==> config.mk <==
export PLATFORM = sky130hd
export DESIGN_NAME = multicycle_control
export DESIGN_NICKNAME = d
export VERILOG_FILES = /design/src/rtl/cpu_pkg.sv /design/src/rtl/control_output_decode.sv /design/src/rtl/multicycle_control.sv
export SDC_FILE = /design/constraint.sdc
export NUM_CORES = 1
export LEC_CHECK = 0
export BUFFER_PORTS_ARGS = -buffer_cell sky130_fd_sc_hd__buf_2
export CAP_MARGIN = 20
export CORE_AREA = 2 2 39 41
export DETAILED_ROUTE_END_ITERATION = 6
export DIE_AREA = 0 0 41 43
export PLACE_DENSITY = 0.69
export SLEW_MARGIN = 20
export SYNTH_ARGS = -nofsm -noshare
export SYNTH_HDL_FRONTEND = slang
export SYNTH_SLANG_ARGS = --single-unit
==> constraint.sdc <==
create_clock -name clk -period 3.5 [get_ports clk]
set_input_delay 0.175 -clock clk [delete_from_list [all_inputs] [get_ports clk]]
set_output_delay 0.175 -clock clk [all_outputs]
set_load 0.01 [all_outputs]
==> src/rtl/cpu_pkg.sv <==
// Shared definitions for the 16-bit multicycle processor control path:
// opcodes, datapath select encodings, control FSM states and the control word.
package cpu_pkg;

  // Opcode field, instruction bits [15:12]; values 8..15 are undefined.
  localparam logic [3:0] OpRtype = 4'd0;
  localparam logic [3:0] OpAddi  = 4'd1;
  localparam logic [3:0] OpLw    = 4'd2;
  localparam logic [3:0] OpSw    = 4'd3;
  localparam logic [3:0] OpBeq   = 4'd4;
  localparam logic [3:0] OpOri   = 4'd5;
  localparam logic [3:0] OpJ     = 4'd6;
  localparam logic [3:0] OpHalt  = 4'd7;

  // alu_op codes consumed by the ALU control decoder.
  localparam logic [1:0] AluAdd  = 2'd0;
  localparam logic [1:0] AluSub  = 2'd1;
  localparam logic [1:0] AluFunc = 2'd2;
  localparam logic [1:0] AluOr   = 2'd3;

  // ALU B operand select.
  localparam logic [1:0] SrcBRegB   = 2'd0;
  localparam logic [1:0] SrcBConst2 = 2'd1;
  localparam logic [1:0] SrcBImm    = 2'd2;
  localparam logic [1:0] SrcBImmSh  = 2'd3;

  // Next-PC source select.
  localparam logic [1:0] PcSrcAlu    = 2'd0;
  localparam logic [1:0] PcSrcAluOut = 2'd1;
  localparam logic [1:0] PcSrcJump   = 2'd2;

  typedef enum logic [3:0] {
    StFetch,
    StDecode,
    StExec,
    StRwb,
    StIexecAdd,
    StIexecOr,
    StIwb,
    StMemAdr,
    StMemRd,
    StMemWb,
    StMemWr,
    StBranch,
    StJump,
    StHalt
  } state_e;

  // Full set of datapath controls produced for one state.
  typedef struct packed {
    logic       pc_write;
    logic       pc_write_cond;
    logic       iord;
    logic       mem_read;
    logic       mem_write;
    logic       ir_write;
    logic       mem_to_reg;
    logic       reg_write;
    logic       reg_dst;
    logic       alu_src_a;
    logic [1:0] alu_src_b;
    logic [1:0] alu_op;
    logic [1:0] pc_source;
    logic       halted;
  } ctrl_t;

  // Opcodes with bit 3 set have no defined instruction.
  function automatic logic is_illegal(logic [3:0] op);
    return op[3];
  endfunction

endpackage

==> src/rtl/control_output_decode.sv <==
// Combinational state -> control word decoder for the multicycle control FSM.
// Only FETCH looks at mem_rdy: IR and PC load solely on the ready cycle.
module control_output_decode
  import cpu_pkg::*;
(
  input  state_e state,
  input  logic   mem_rdy,
  output ctrl_t  ctrl
);

  // Decode the current state into the datapath control word; unlisted fields stay 0.
  always_comb begin
    ctrl = '0;
    unique case (state)
      StFetch: begin
        ctrl.mem_read = 1'b1;
        ctrl.iord     = 1'b0;
        if (mem_rdy) begin
          ctrl.ir_write  = 1'b1;
          ctrl.pc_write  = 1'b1;
          ctrl.alu_src_a = 1'b0;
          ctrl.alu_src_b = SrcBConst2;
          ctrl.alu_op    = AluAdd;
          ctrl.pc_source = PcSrcAlu;
        end
      end
      StDecode: begin
        // Branch target computed speculatively into ALUOut.
        ctrl.alu_src_a = 1'b0;
        ctrl.alu_src_b = SrcBImmSh;
        ctrl.alu_op    = AluAdd;
      end
      StExec: begin
        ctrl.alu_src_a = 1'b1;
        ctrl.alu_src_b = SrcBRegB;
        ctrl.alu_op    = AluFunc;
      end
      StRwb: begin
        ctrl.reg_write  = 1'b1;
        ctrl.reg_dst    = 1'b1;
        ctrl.mem_to_reg = 1'b0;
      end
      StIexecAdd: begin
        ctrl.alu_src_a = 1'b1;
        ctrl.alu_src_b = SrcBImm;
        ctrl.alu_op    = AluAdd;
      end
      StIexecOr: begin
        ctrl.alu_src_a = 1'b1;
        ctrl.alu_src_b = SrcBImm;
        ctrl.alu_op    = AluOr;
      end
      StIwb: begin
        ctrl.reg_write  = 1'b1;
        ctrl.reg_dst    = 1'b0;
        ctrl.mem_to_reg = 1'b0;
      end
      StMemAdr: begin
        ctrl.alu_src_a = 1'b1;
        ctrl.alu_src_b = SrcBImm;
        ctrl.alu_op    = AluAdd;
      end
      StMemRd: begin
        ctrl.mem_read = 1'b1;
        ctrl.iord     = 1'b1;
      end
      StMemWb: begin
        ctrl.reg_write  = 1'b1;
        ctrl.reg_dst    = 1'b0;
        ctrl.mem_to_reg = 1'b1;
      end
      StMemWr: begin
        ctrl.mem_write = 1'b1;
        ctrl.iord      = 1'b1;
      end
      StBranch: begin
        ctrl.alu_src_a     = 1'b1;
        ctrl.alu_src_b     = SrcBRegB;
        ctrl.alu_op        = AluSub;
        ctrl.pc_write_cond = 1'b1;
        ctrl.pc_source     = PcSrcAluOut;
      end
      StJump: begin
        ctrl.pc_write  = 1'b1;
        ctrl.pc_source = PcSrcJump;
      end
      StHalt: begin
        ctrl.halted = 1'b1;
      end
      default: ctrl = '0;
    endcase
  end

endmodule

==> src/rtl/multicycle_control.sv <==
// Multicycle main control FSM: sequences fetch, decode, execute, memory and
// write-back, and drives all datapath selects and enables from the current state.
module multicycle_control
  import cpu_pkg::*;
(
  input  logic       clk,
  input  logic       rst_n,
  input  logic [3:0] opcode,
  input  logic       mem_rdy,
  output logic       pc_write,
  output logic       pc_write_cond,
  output logic       iord,
  output logic       mem_read,
  output logic       mem_write,
  output logic       ir_write,
  output logic       mem_to_reg,
  output logic       reg_write,
  output logic       reg_dst,
  output logic       alu_src_a,
  output logic [1:0] alu_src_b,
  output logic [1:0] alu_op,
  output logic [1:0] pc_source,
  output logic       halted,
  output logic       illegal
);

  state_e state_q;
  ctrl_t  ctrl;

  // State register and next-state selection; opcode is only consulted in DECODE and MEMADR.
  always_ff @(posedge clk or negedge rst_n) begin
    if (!rst_n) begin
      state_q <= StFetch;
    end else begin
      case (state_q)
        StFetch:  if (mem_rdy) state_q <= StDecode;
        StDecode: begin
          case (opcode)
            OpRtype: state_q <= StExec;
            OpAddi:  state_q <= StIexecAdd;
            OpOri:   state_q <= StIexecOr;
            OpLw:    state_q <= StMemAdr;
            OpSw:    state_q <= StMemAdr;
            OpBeq:   state_q <= StBranch;
            OpJ:     state_q <= StJump;
            OpHalt:  state_q <= StHalt;
            default: state_q <= StFetch;
          endcase
        end
        StExec:     state_q <= StRwb;
        StRwb:      state_q <= StFetch;
        StIexecAdd: state_q <= StIwb;
        StIexecOr:  state_q <= StIwb;
        StIwb:      state_q <= StFetch;
        StMemAdr:   state_q <= (opcode == OpLw) ? StMemRd : StMemWr;
        StMemRd:    if (mem_rdy) state_q <= StMemWb;
        StMemWb:    state_q <= StFetch;
        StMemWr:    if (mem_rdy) state_q <= StFetch;
        StBranch:   state_q <= StFetch;
        StJump:     state_q <= StFetch;
        StHalt:     state_q <= StHalt;
        default:    state_q <= StFetch;
      endcase
    end
  end

  control_output_decode u_decode (
    .state   (state_q),
    .mem_rdy (mem_rdy),
    .ctrl    (ctrl)
  );

  // Unpack the control word onto the datapath ports.
  always_comb begin
    pc_write      = ctrl.pc_write;
    pc_write_cond = ctrl.pc_write_cond;
    iord          = ctrl.iord;
    mem_read      = ctrl.mem_read;
    mem_write     = ctrl.mem_write;
    ir_write      = ctrl.ir_write;
    mem_to_reg    = ctrl.mem_to_reg;
    reg_write     = ctrl.reg_write;
    reg_dst       = ctrl.reg_dst;
    alu_src_a     = ctrl.alu_src_a;
    alu_src_b     = ctrl.alu_src_b;
    alu_op        = ctrl.alu_op;
    pc_source     = ctrl.pc_source;
    halted        = ctrl.halted;
    illegal       = (state_q == StDecode) && is_illegal(opcode);
  end

endmodule

==> impl_results.md, run 1 <==
- Top-count cell post-synth: sky130_fd_sc_hd__nor2_1
- Number of rows in the core area: 14
- Worst hold path class: in2reg
- H-tree depth reported by CTS: 1
- Number of buffers added by the clock tree synthesis step: 3
- Clock sink count: 4
- Cell breakdown of the critical path: or4b_4 -> nor2_1 -> buf_2
- Number of unique standard cell types used by synthesis: 31
- Total power draw: between 0.5 and 0.6 mW
- Remaining DRCs: 0
- Largest net degree at the start of global routing: 19
- Minimum setup slack in the final design: around 1.7 ns
- Synthesis-to-finish area growth: 31.7%
- Top cells by count, synth: sky130_fd_sc_hd__nor2_1, sky130_fd_sc_hd__nand2b_1, sky130_fd_sc_hd__nand2_1
- CTS tree: yes
- Number of hold-slack violations in the final timing report: 0
- Max-capacitance violation count: 0
- Power per cell area: 826 nW/µm²
- Num ports: 25
- Registers with the most flip-flops: state_q: 4 flops
- Leading area contributor after synthesis: sky130_fd_sc_hd__dfrtp_1
- Final antenna-violating net count: 0
- Max-slew violation count: 0
- Maximum single-stage delay on the critical path: around 0.59 ns
- Antenna diode instance count: 0
- TNS Setup: 0 ns
- Pre-CTS setup slack: 1.86 ns
- Count of instances resized after the clock tree is built: 0
- Routed via count: a little under 600
- Fraction of final layout cells sized beyond drive strength 1: 31.9%
- Syn avg cell area: 6.96 µm²
- Register with the most flip-flops: state_q
- Violation count after the first detailed-routing iteration: 21
- Vias per cell: 5.42
- Setup Skew: 0.00445 ns
- Final worst-path cycle share: 51.3%
- Worst relative slew slack: about two thirds
- Initial core utilization: roughly a third
- Global-route wire length before repair: roughly 2100 µm
- Share of synthesized registers carrying an async set or reset: between 90% and 100%
- Worst-margin pin slew: 0.481 ns
- Post-route cell area: between 600 and 700 µm²
- Max clock buf depth: 2
- Layout net count: 100
- Critical path launch point type: flop
- Post-DP HPWL: about 940 µm
- EDFF count, synth: 0
- Syn Std Cell Area: roughly 470 µm²
- Crit Path Category: reg2out
- Slowest cell on crit path: sky130_fd_sc_hd__or4b_4
- Total Wirelength: around 1200 µm
- Syn Nets: 75
- Vias in the first global route: 540
- Aggregate global-route resource usage: about 17%
- Maximum clock frequency: about 0.56 GHz
- Worst path required time: 3.32 ns
- Number of flip-flops under the largest register name: 4
- Skew-Pair Late Insertion Delay: approximately 0.23 ns
- Die Footprint: 1760 µm²
- Final GP Congestion: approximately 0.83
- Clock transition at the registers of the reported paths: 0.04 ns
- Share of Yosys cell area claimed by the top area cell type: a little over a fifth
- Outcome: finished clean
- Maximum fanout count along the critical path: 18
- Synthesized netlist cell count: 68
- Root buffer cell: sky130_fd_sc_hd__clkbuf_4
- Number of buffers inserted by port buffering: 24
- Avg WL per Cell: 11.6 µm
- Count of state elements after synthesis: 4
- Iteration count of the initial detailed-routing pass: 4
- Worst Setup End Kind: output port
- Critical path arrival: ~1.6 ns
- Peak supply drop: between 0.0003 and 0.0004 V
- Ranking of synthesized cells by area: sky130_fd_sc_hd__dfrtp_1, sky130_fd_sc_hd__nor2_1, sky130_fd_sc_hd__nand2b_1, sky130_fd_sc_hd__nor3_1, sky130_fd_sc_hd__nand2_1
- Overall die height: roughly 43 µm
- Placeable Area: 1380 µm²
- Endpoints failing setup: 0
- Fill count: approximately 150
- Main flop type after synthesis: sky130_fd_sc_hd__dfrtp_1
- Chip Width: between 40 and 50 µm
- Fin crit period: 1.80 ns
- Global route total overflow: 0
- Cell leakage power: around 0.31 nW
- Unrepaired setup endpoints after global routing: false
- Sequential cell area fraction in the yosys report: between 20% and 30%
- Placed cell area: approximately 600 µm²
- Warnings from Yosys: 0
- Hold_ws: between 0.2 and 0.3 ns
- Number of antenna violations at the first check in global routing: 0
==> logic make-up (layout without fill, tap and decap cells) <==
logic type      count (synthesis)  in the layout  synth area share [%]
simple gates                   39             39                  43.7
xor+xnor                        2              2                  3.70
flops                           4              4                  21.2
buf+inv                         8             31                  7.14
compound gates                 15             15                  24.3
==> area by class of cell <==
class                           instances  area (µm²)  area share, %
Multi-Input combinational cell         56         339           54.4
Timing Repair Buffer                   25         130           20.9
Sequential cell                         4         100           16.1
Clock buffer                            3        22.5           3.61
Tap cell                               16        20.0           3.21
Inverter                                3        11.3           1.81
==> layout by cell type (no fill, tap or decap), types with 2 or more instances in the layout <==
cell	instances
sky130_fd_sc_hd__buf_2	24
sky130_fd_sc_hd__clkbuf_4	3
sky130_fd_sc_hd__dfrtp_1	4
sky130_fd_sc_hd__inv_1	3
sky130_fd_sc_hd__nand2_1	5
sky130_fd_sc_hd__nand2b_1	6
sky130_fd_sc_hd__nand3b_1	2
sky130_fd_sc_hd__nor2_1	15
sky130_fd_sc_hd__nor3_1	4
sky130_fd_sc_hd__o21ai_0	3
sky130_fd_sc_hd__o22ai_1	2
==> layer usage <==
| metal | GRT usage, % | vias to the layer above | routed length (µm) |
|---|---|---|---|
| met3 | 3.66 | 0 | 71 |
| li1 | - | 289 | - |
| met5 | 0 | - | 0 |
| met4 | 2.67 | 0 | 0 |
| met2 | 27.5 | 22 | 646 |
| met1 | 21.7 | 269 | 519 |
==> path summary, 6_finish.rpt <==
path	slack, ns	end	depth (start not counted)	start
hold / removal	0.25	state_q[2]	2	opcode[3]
setup reg to reg	1.85	state_q[0]	3	state_q[1]
max in group asynchronous	3.10	state_q[3]	2	rst_n
min in group asynchronous	0.28	state_q[1]	2	rst_n
hold reg to reg	0.81	state_q[1]	2	state_q[2]
setup / recovery	1.70	illegal	3	state_q[1]
==> repair_timing <==
action | in CTS | in global routing
endpoints found under the setup margin | 0 | 0
hold buffers | 1 | 0
endpoints found under the hold margin | 4 | 0
buffers inserted | 0 | 0
==> worst max-delay path: cells and delay by family, from the launching register on <==
family / cells / cell delay (ns)
DFF: 1 / 0.54
buffers and inverters: 1 / 0.14
and+or+nand+nor: 2 / 0.70
==> power breakdown <==
group	total [mW]	switching (mW)	internal, mW
Combinational	0.321	0.166	0.155
Sequential	0.137	0.0715	0.0656
Clock	0.0566	0.0183	0.0383
Total	0.515	0.256	0.259
==> through the flow <==
step           cells  utilization, %
6_report         107            45.0
5_1_grt          107            45.0
4_1_cts          107            45.0
3_5_place_dp     103            42.7
3_3_place_gp     103            42.7
2_1_floorplan     68               -
Note: power is estimated with default switching activity, not from simulation.
==> inputs of run 2 (changes only) <==
clock period = 1.8 ns   (was 3.5 ns; I/O delays follow)
==> run 2 against run 1 <==
Against the previous run: sequential share of layout area down 0.74 points; largest power group unchanged; clock power grew 94%; sequential power up 18%; power is 110% higher; global-route usage fell by 0.91 points; worst setup slack got worse by 1.5 ns; critical path depth stayed put; highest routed layer unchanged; worst hold slack got worse by 0.096 ns; cell count rose by 3.7%.
==> impl_results.md, run 2 (synthesized netlist as in run 1, its figures left out) <==
- Maximum fanout count along the critical path: 8 (-10)
- Reg-to-reg slack, setup: 0.32 ns (-1.53 ns)
- Remaining DRCs: 0 (unchanged)
- Aggregate global-route resource usage: 15.8% (-0.91 points)
- Total Wirelength: 1190 µm (-4.2%)
- Post-DP HPWL: 942 µm (+0.12%)
- H-tree depth reported by CTS: 1 (unchanged)
- Iteration count of the initial detailed-routing pass: 4 (unchanged)
- Fraction of final layout cells sized beyond drive strength 1: 34.7% (+2.9 points)
- Skew-Pair Late Insertion Delay: 0.23 ns (about the same)
- Most common cell after layout, fill and taps aside: sky130_fd_sc_hd__buf_2
- Worst hold start: opcode[3]
- Number of rows in the core area: 14 (unchanged)
- Number of buffers added by the clock tree synthesis step: 3 (unchanged)
- Crit Path Category: reg2out
- Vias per cell: 5.25 (-3.1%)
- Commonest non-fill, non-tap cells in the layout: sky130_fd_sc_hd__buf_2, sky130_fd_sc_hd__nor2_1, sky130_fd_sc_hd__nand2b_1, sky130_fd_sc_hd__nand2_1
- Final antenna-violating net count: 0 (unchanged)
- Root buffer cell: sky130_fd_sc_hd__clkbuf_4
- Registers with the most flip-flops: state_q: 4 flops
- Endpoints failing setup: 0 (unchanged)
- Worst hold path class: in2reg
- Clock sink count: 4 (unchanged)
- Critical path launch point type: flop
- Max-capacitance violation count: 0 (unchanged)
- Global-route wire length before repair: 1950 µm (-8.4%)
- Register with the most flip-flops: state_q
- Number of flip-flops under the largest register name: 4 (unchanged)
- Chip Width: 41 µm (unchanged)
- Number of antenna violations at the first check in global routing: 0 (unchanged)
- Clock transition at the registers of the reported paths: 0.04 ns (about the same)
- Num ports: 25 (unchanged)
- Avg WL per Cell: 10.7 µm (-7.7%)
- Violation count after the first detailed-routing iteration: 16 (-24%)
- Fin crit period: around 1.5 ns
- Overall die height: 43 µm (unchanged)
- Final Core Density: 47.2% (+2.2 points)
- Worst-margin pin slew: 0.251 ns (-0.230 ns)
- Synthesis-to-finish area growth: 38.1%
- Number of instances on the worst hold path: 2 (unchanged)
- Cell leakage power: 0.334 nW (+6.6%)
- Initial core utilization: 34.2% (unchanged)
- Fill count: 145 (-4.6%)
- Antenna diode instance count: 0 (unchanged)
- Routed via count: 583 (+0.52%)
- TNS Setup: 0 ns (unchanged)
- Critical path arrival: 1.46 ns (-0.16 ns)
- Destination of the worst hold path: state_q[2]
- Maximum clock frequency: 0.646 GHz
- Max clock buf depth: 2 (unchanged)
- Unrepaired setup endpoints after global routing: false
- Layout net count: 104 (+4.0%)
- CTS tree: yes
- Final GP Congestion: 0.883 (+6.9%)
- Largest net degree at the start of global routing: 18 (-1)
- Count of instances resized after the clock tree is built: 0 (unchanged)
- Max-slew violation count: 0 (unchanged)
- Worst r2r src: state_q[0]
- Worst relative slew slack: 83.2% (+15 points)
- Vias in the first global route: 475 (-12%)
- Worst path required time: 1.71 ns (-1.61 ns)
- Power per cell area: 1620 nW/µm² (+96%)
- Placeable Area: 1380 µm² (unchanged)
- Area occupied by registers: 100 µm² (unchanged)
- Worst Setup End Kind: output port
- Worst reg-to-reg path cell count: 3 (unchanged)
- Number of buffers inserted by port buffering: 24 (unchanged)
- Final worst-path cycle share: a little under nine tenths
- Outcome: finished clean
- Number of hold-slack violations in the final timing report: 0 (unchanged)
- Global route total overflow: 0 (unchanged)
- Area used by multi-input combinational logic: 339 µm² (unchanged)
- Die Footprint: 1760 µm² (unchanged)
- Peak supply drop: 0.000486 V (+51%)
- Setup Skew: 0.000644 ns (-0.00380 ns)
- Terminus of the critical flop-to-flop path: state_q[1]
## run 2: cell types whose count changed in the layout (fill, tap and decap cells not counted)
cell,previous run,this run
sky130_fd_sc_hd__buf_4,0,4
## run 2: stage by stage
step	instance area [µm²]	cells	total power, mW	setup WS, ns	hold slack [ns]
floorplan	473	68	0.690	0.404	-0.206
global placement	621	107	0.943	0.382	-0.101
detailed placement	621	107	0.952	0.340	-0.102
CTS	653	111	1.07	0.239	0.153
global route	653	111	1.18	0.178	0.164
finish	653	111	1.06	0.252	0.154
## run 2: worst max-delay path by stage
stage	start	endpoint	slack, ns	depth (start not counted)
global placement	state_q[0]	state_q[0]	0.38	3
floorplan	state_q[3]	state_q[1]	0.40	3
global route	state_q[0]	illegal	0.18	3
detailed placement	state_q[0]	state_q[1]	0.34	3
CTS	state_q[0]	illegal	0.24	3
finish	state_q[0]	illegal	0.25	3
## run 2: worst max-delay path, cell delays in order (launching register included)
cell and delay, ns:
sky130_fd_sc_hd__dfrtp_1 0.45, sky130_fd_sc_hd__or4b_4 0.54, sky130_fd_sc_hd__nor2_1 0.11, sky130_fd_sc_hd__buf_2 0.13
## run 2: per-layer routing
metal  up-vias  wire [µm]  global-route usage [%]
li1        302          -                       -
met5         -          0                       0
met2        16        601                    23.4
met1       265        535                    21.7
met3         0         47                    1.57
met4         0          0                    8.00
## run 2: timing repair
| action | in CTS | in global routing |
|---|---|---|
| hold buffers | 1 | 0 |
| setup buffers | 0 | 0 |
| hold endpoints to repair | 4 | 0 |
## run 2: cell type report
class                      count  area share [%]
clock buffer                   3            3.45
inverter                       3            1.72
multi-input combinational     56            51.9
sequential                     4            15.3
tap                           16            3.07
timing repair buffer          29            24.5
## run 2: report_power, final
group          internal (mW)  switching (mW)
Sequential             0.129          0.0320
Combinational          0.350           0.439
Clock                 0.0745          0.0359
Total                  0.553           0.506
==> inputs of run 3 (changes only) <==
clock period = 1.74 ns   (was 1.8 ns; I/O delays follow)
==> run 3 against run 2 <==
Against the previous run: cell area is the same; clock skew grew 0.0034 ns; combinational power rose by 5.6%; highest routed layer is now met4; critical path depth up 2; via count increased by 4.3%; utilization stayed put; cell count unchanged; flip-flop and latch count is the same; critical endpoint is now alu_src_a; sequential share of layout area is the same; clock-buffer cell count unchanged; first-iteration DRC count rose by 120%; critical path type unchanged.
==> impl_results.md, run 3 (synthesized netlist as in run 1, its figures left out) <==
- Maximum clock frequency: around 0.65 GHz
- Number of rows in the core area: 14 (unchanged)
- Chip Width: 41 µm (unchanged)
- Share of total power in combinational logic: 75.3% (+0.9 points)
- Maximum fanout count along the critical path: 13 (+5)
- Number of buffers and inverters on the critical path: 2 (+1)
- Crit Path Category: reg2out
- Commonest non-fill, non-tap cells in the layout: sky130_fd_sc_hd__buf_2, sky130_fd_sc_hd__nor2_1, sky130_fd_sc_hd__nand2b_1, sky130_fd_sc_hd__nand2_1
- Maximum single-stage delay on the critical path: 0.37 ns (-0.17 ns)
- P_int: 0.573 mW (+3.6%)
- Overall die height: 43 µm (unchanged)
- Number of instances in the placed design: 107 (unchanged)
- Vias in the first global route: 476 (+0.21%)
- Avg WL per Cell: 10.9 µm (+2.5%)
- Vias per cell: 5.48 (+4.3%)
- Fraction of final layout cells sized beyond drive strength 1: 34.7% (unchanged)
- Cell breakdown of the critical path: buf_4 -> nand2b_1 -> xor2_1 -> o22ai_1 -> buf_2
- Pre-CTS setup slack: 0.268 ns (-0.0716 ns)
- Worst relative slew slack: 81.0% (-2.2 points)
- Fill count: 138 (-4.8%)
- Number of flip-flops under the largest register name: 4 (unchanged)
- Switching component of the power: 0.530 mW (+4.7%)
- Family of cells with the greatest summed delay on the critical path: flip-flops
- Reg power frac: 13.9% (-1.3 points)
- Aggregate global-route resource usage: 16.1% (+0.33 points)
- Synthesis-to-finish area growth: 38.1% (unchanged)
- Max-capacitance violation count: 0 (unchanged)
- Placeable Area: 1380 µm² (unchanged)
- Root buffer cell: sky130_fd_sc_hd__clkbuf_4
- Final GP Congestion: 0.888 (+0.52%)
- Initial core utilization: 34.2% (unchanged)
- Post-DP HPWL: 903 µm (-4.2%)
- Die Footprint: 1760 µm² (unchanged)
- Peak supply drop: 0.000519 V (+6.7%)
- Violation count after the first detailed-routing iteration: 35 (+19)
- Final worst-path cycle share: between 80% and 90%
- Unrepaired setup endpoints after global routing: false
- Total Wirelength: 1220 µm (+2.5%)
- Placed cell area: 621 µm² (unchanged)
- Clock sink count: 4 (unchanged)
- Fin crit period: 1.53 ns
- H-tree depth reported by CTS: 1 (unchanged)
- Antenna diode instance count: 0 (unchanged)
- Hold Buf Count CTS: 1 (unchanged)
- Cell leakage power: 0.334 nW (unchanged)
- Num ports: 25 (unchanged)
- Remaining DRCs: 0 (unchanged)
- Register with the most flip-flops: state_q
- Clock share of power: 10.8% (+0.4 points)
- Global-route wire length before repair: 1880 µm (-3.5%)
- Count of instances resized after the clock tree is built: 0 (unchanged)
- Number of antenna violations at the first check in global routing: 0 (unchanged)
- Setup Skew: 0.00407 ns (+0.00342 ns)
- Iteration count of the initial detailed-routing pass: 7 (+3)
- Most common cell after layout, fill and taps aside: sky130_fd_sc_hd__buf_2
- Critical path arrival: 1.44 ns (-0.02 ns)
- Worst path required time: 1.65 ns (-0.06 ns)
- Worst Setup End Kind: output port
- Clock transition at the registers of the reported paths: 0.04 ns (about the same)
- Post-route cell area: 653 µm² (unchanged)
- Final antenna-violating net count: 0 (unchanged)
- Number of buffers added by the clock tree synthesis step: 3 (unchanged)
- Layout net count: 104 (unchanged)
- Critical path launch point type: flop
- Skew-Pair Late Insertion Delay: 0.24 ns (about the same)
- Number of hold-slack violations in the final timing report: 0 (unchanged)
- Largest net degree at the start of global routing: 18 (unchanged)
- Max clock buf depth: 2 (unchanged)
- Worst hold path class: in2reg
- Hold_ws: 0.156 ns (+0.00195 ns)
- Worst-margin pin slew: 0.283 ns (+0.0313 ns)
- Endpoints failing setup: 0 (unchanged)
- Fraction of power spent switching nets: 48.0% (+0.26 points)
- Global route total overflow: 0 (unchanged)
- Registers with the most flip-flops: state_q: 4 flops
- Minimum setup slack in the final design: 0.213 ns (-0.0393 ns)
- Outcome: finished clean
- Slowest cell on crit path: sky130_fd_sc_hd__dfrtp_1
- Number of buffers inserted by post-CTS setup repair: 0 (unchanged)
- Power per cell area: 1690 nW/µm² (+4.1%)
- CTS tree: yes
- Number of buffers inserted by port buffering: 24 (unchanged)
- Finished Layout Cells: 111 (unchanged)
- Routed via count: 608 (+4.3%)
- Max-slew violation count: 0 (unchanged)
- TNS Setup: 0 ns (unchanged)
-- run 3: cell counts in the layout (fill, tap and decap cells not counted) --
No cell type changed its count.
-- run 3: path summary, 6_finish.rpt --
| path | from | to | cells after the start | slack (ns) |
|---|---|---|---|---|
| max in group asynchronous | rst_n | state_q[3] | 2 | 1.44 |
| worst min-delay path | opcode[3] | state_q[2] | 2 | 0.16 |
| worst min register to register | state_q[1] | state_q[2] | 2 | 0.64 |
| worst max register to register | state_q[3] | state_q[0] | 3 | 0.25 |
| min in group asynchronous | rst_n | state_q[2] | 2 | 0.19 |
| worst max-delay path | state_q[0] | alu_src_a | 5 | 0.21 |
-- run 3: final cells by class --
type	instances	area, µm²	area share [%]
multi-input cells	56	339	51.9
clock buffers	3	22.5	3.45
repair buffers	29	160	24.5
well taps	16	20.0	3.07
flip-flops and latches	4	100	15.3
inverters	3	11.3	1.72
-- run 3: per-stage QoR --
stage / utilization, % / total power [mW]
2_1_floorplan: - / 0.714
3_3_place_gp: 44.8 / 0.980
3_5_place_dp: 44.8 / 0.986
4_1_cts: 47.2 / 1.11
5_1_grt: 47.2 / 1.20
6_report: 47.2 / 1.10
-- run 3: power by group through the flow --
stage	Combinational (mW)	Sequential, mW	Clock (mW)
after global placement	0.827	0.152	0
after detailed placement	0.831	0.155	0
after global routing	0.923	0.159	0.121
after CTS	0.835	0.154	0.121
final	0.832	0.153	0.119
after floorplan	0.543	0.171	0
-- run 3: worst register-to-register path: stages, from the launching register on --
cell                      delay [ns]
sky130_fd_sc_hd__dfrtp_1        0.37
sky130_fd_sc_hd__or4b_4         0.58
sky130_fd_sc_hd__nor4_1         0.33
sky130_fd_sc_hd__a211o_1        0.15
-- run 3: layer usage --
metal	GRT usage (%)	up-vias	part of all wire, %
met4	12.0	0	1.7
met1	20.8	273	39
met5	0	-	0
met3	3.14	3	8.3
li1	-	297	-
met2	22.5	35	50
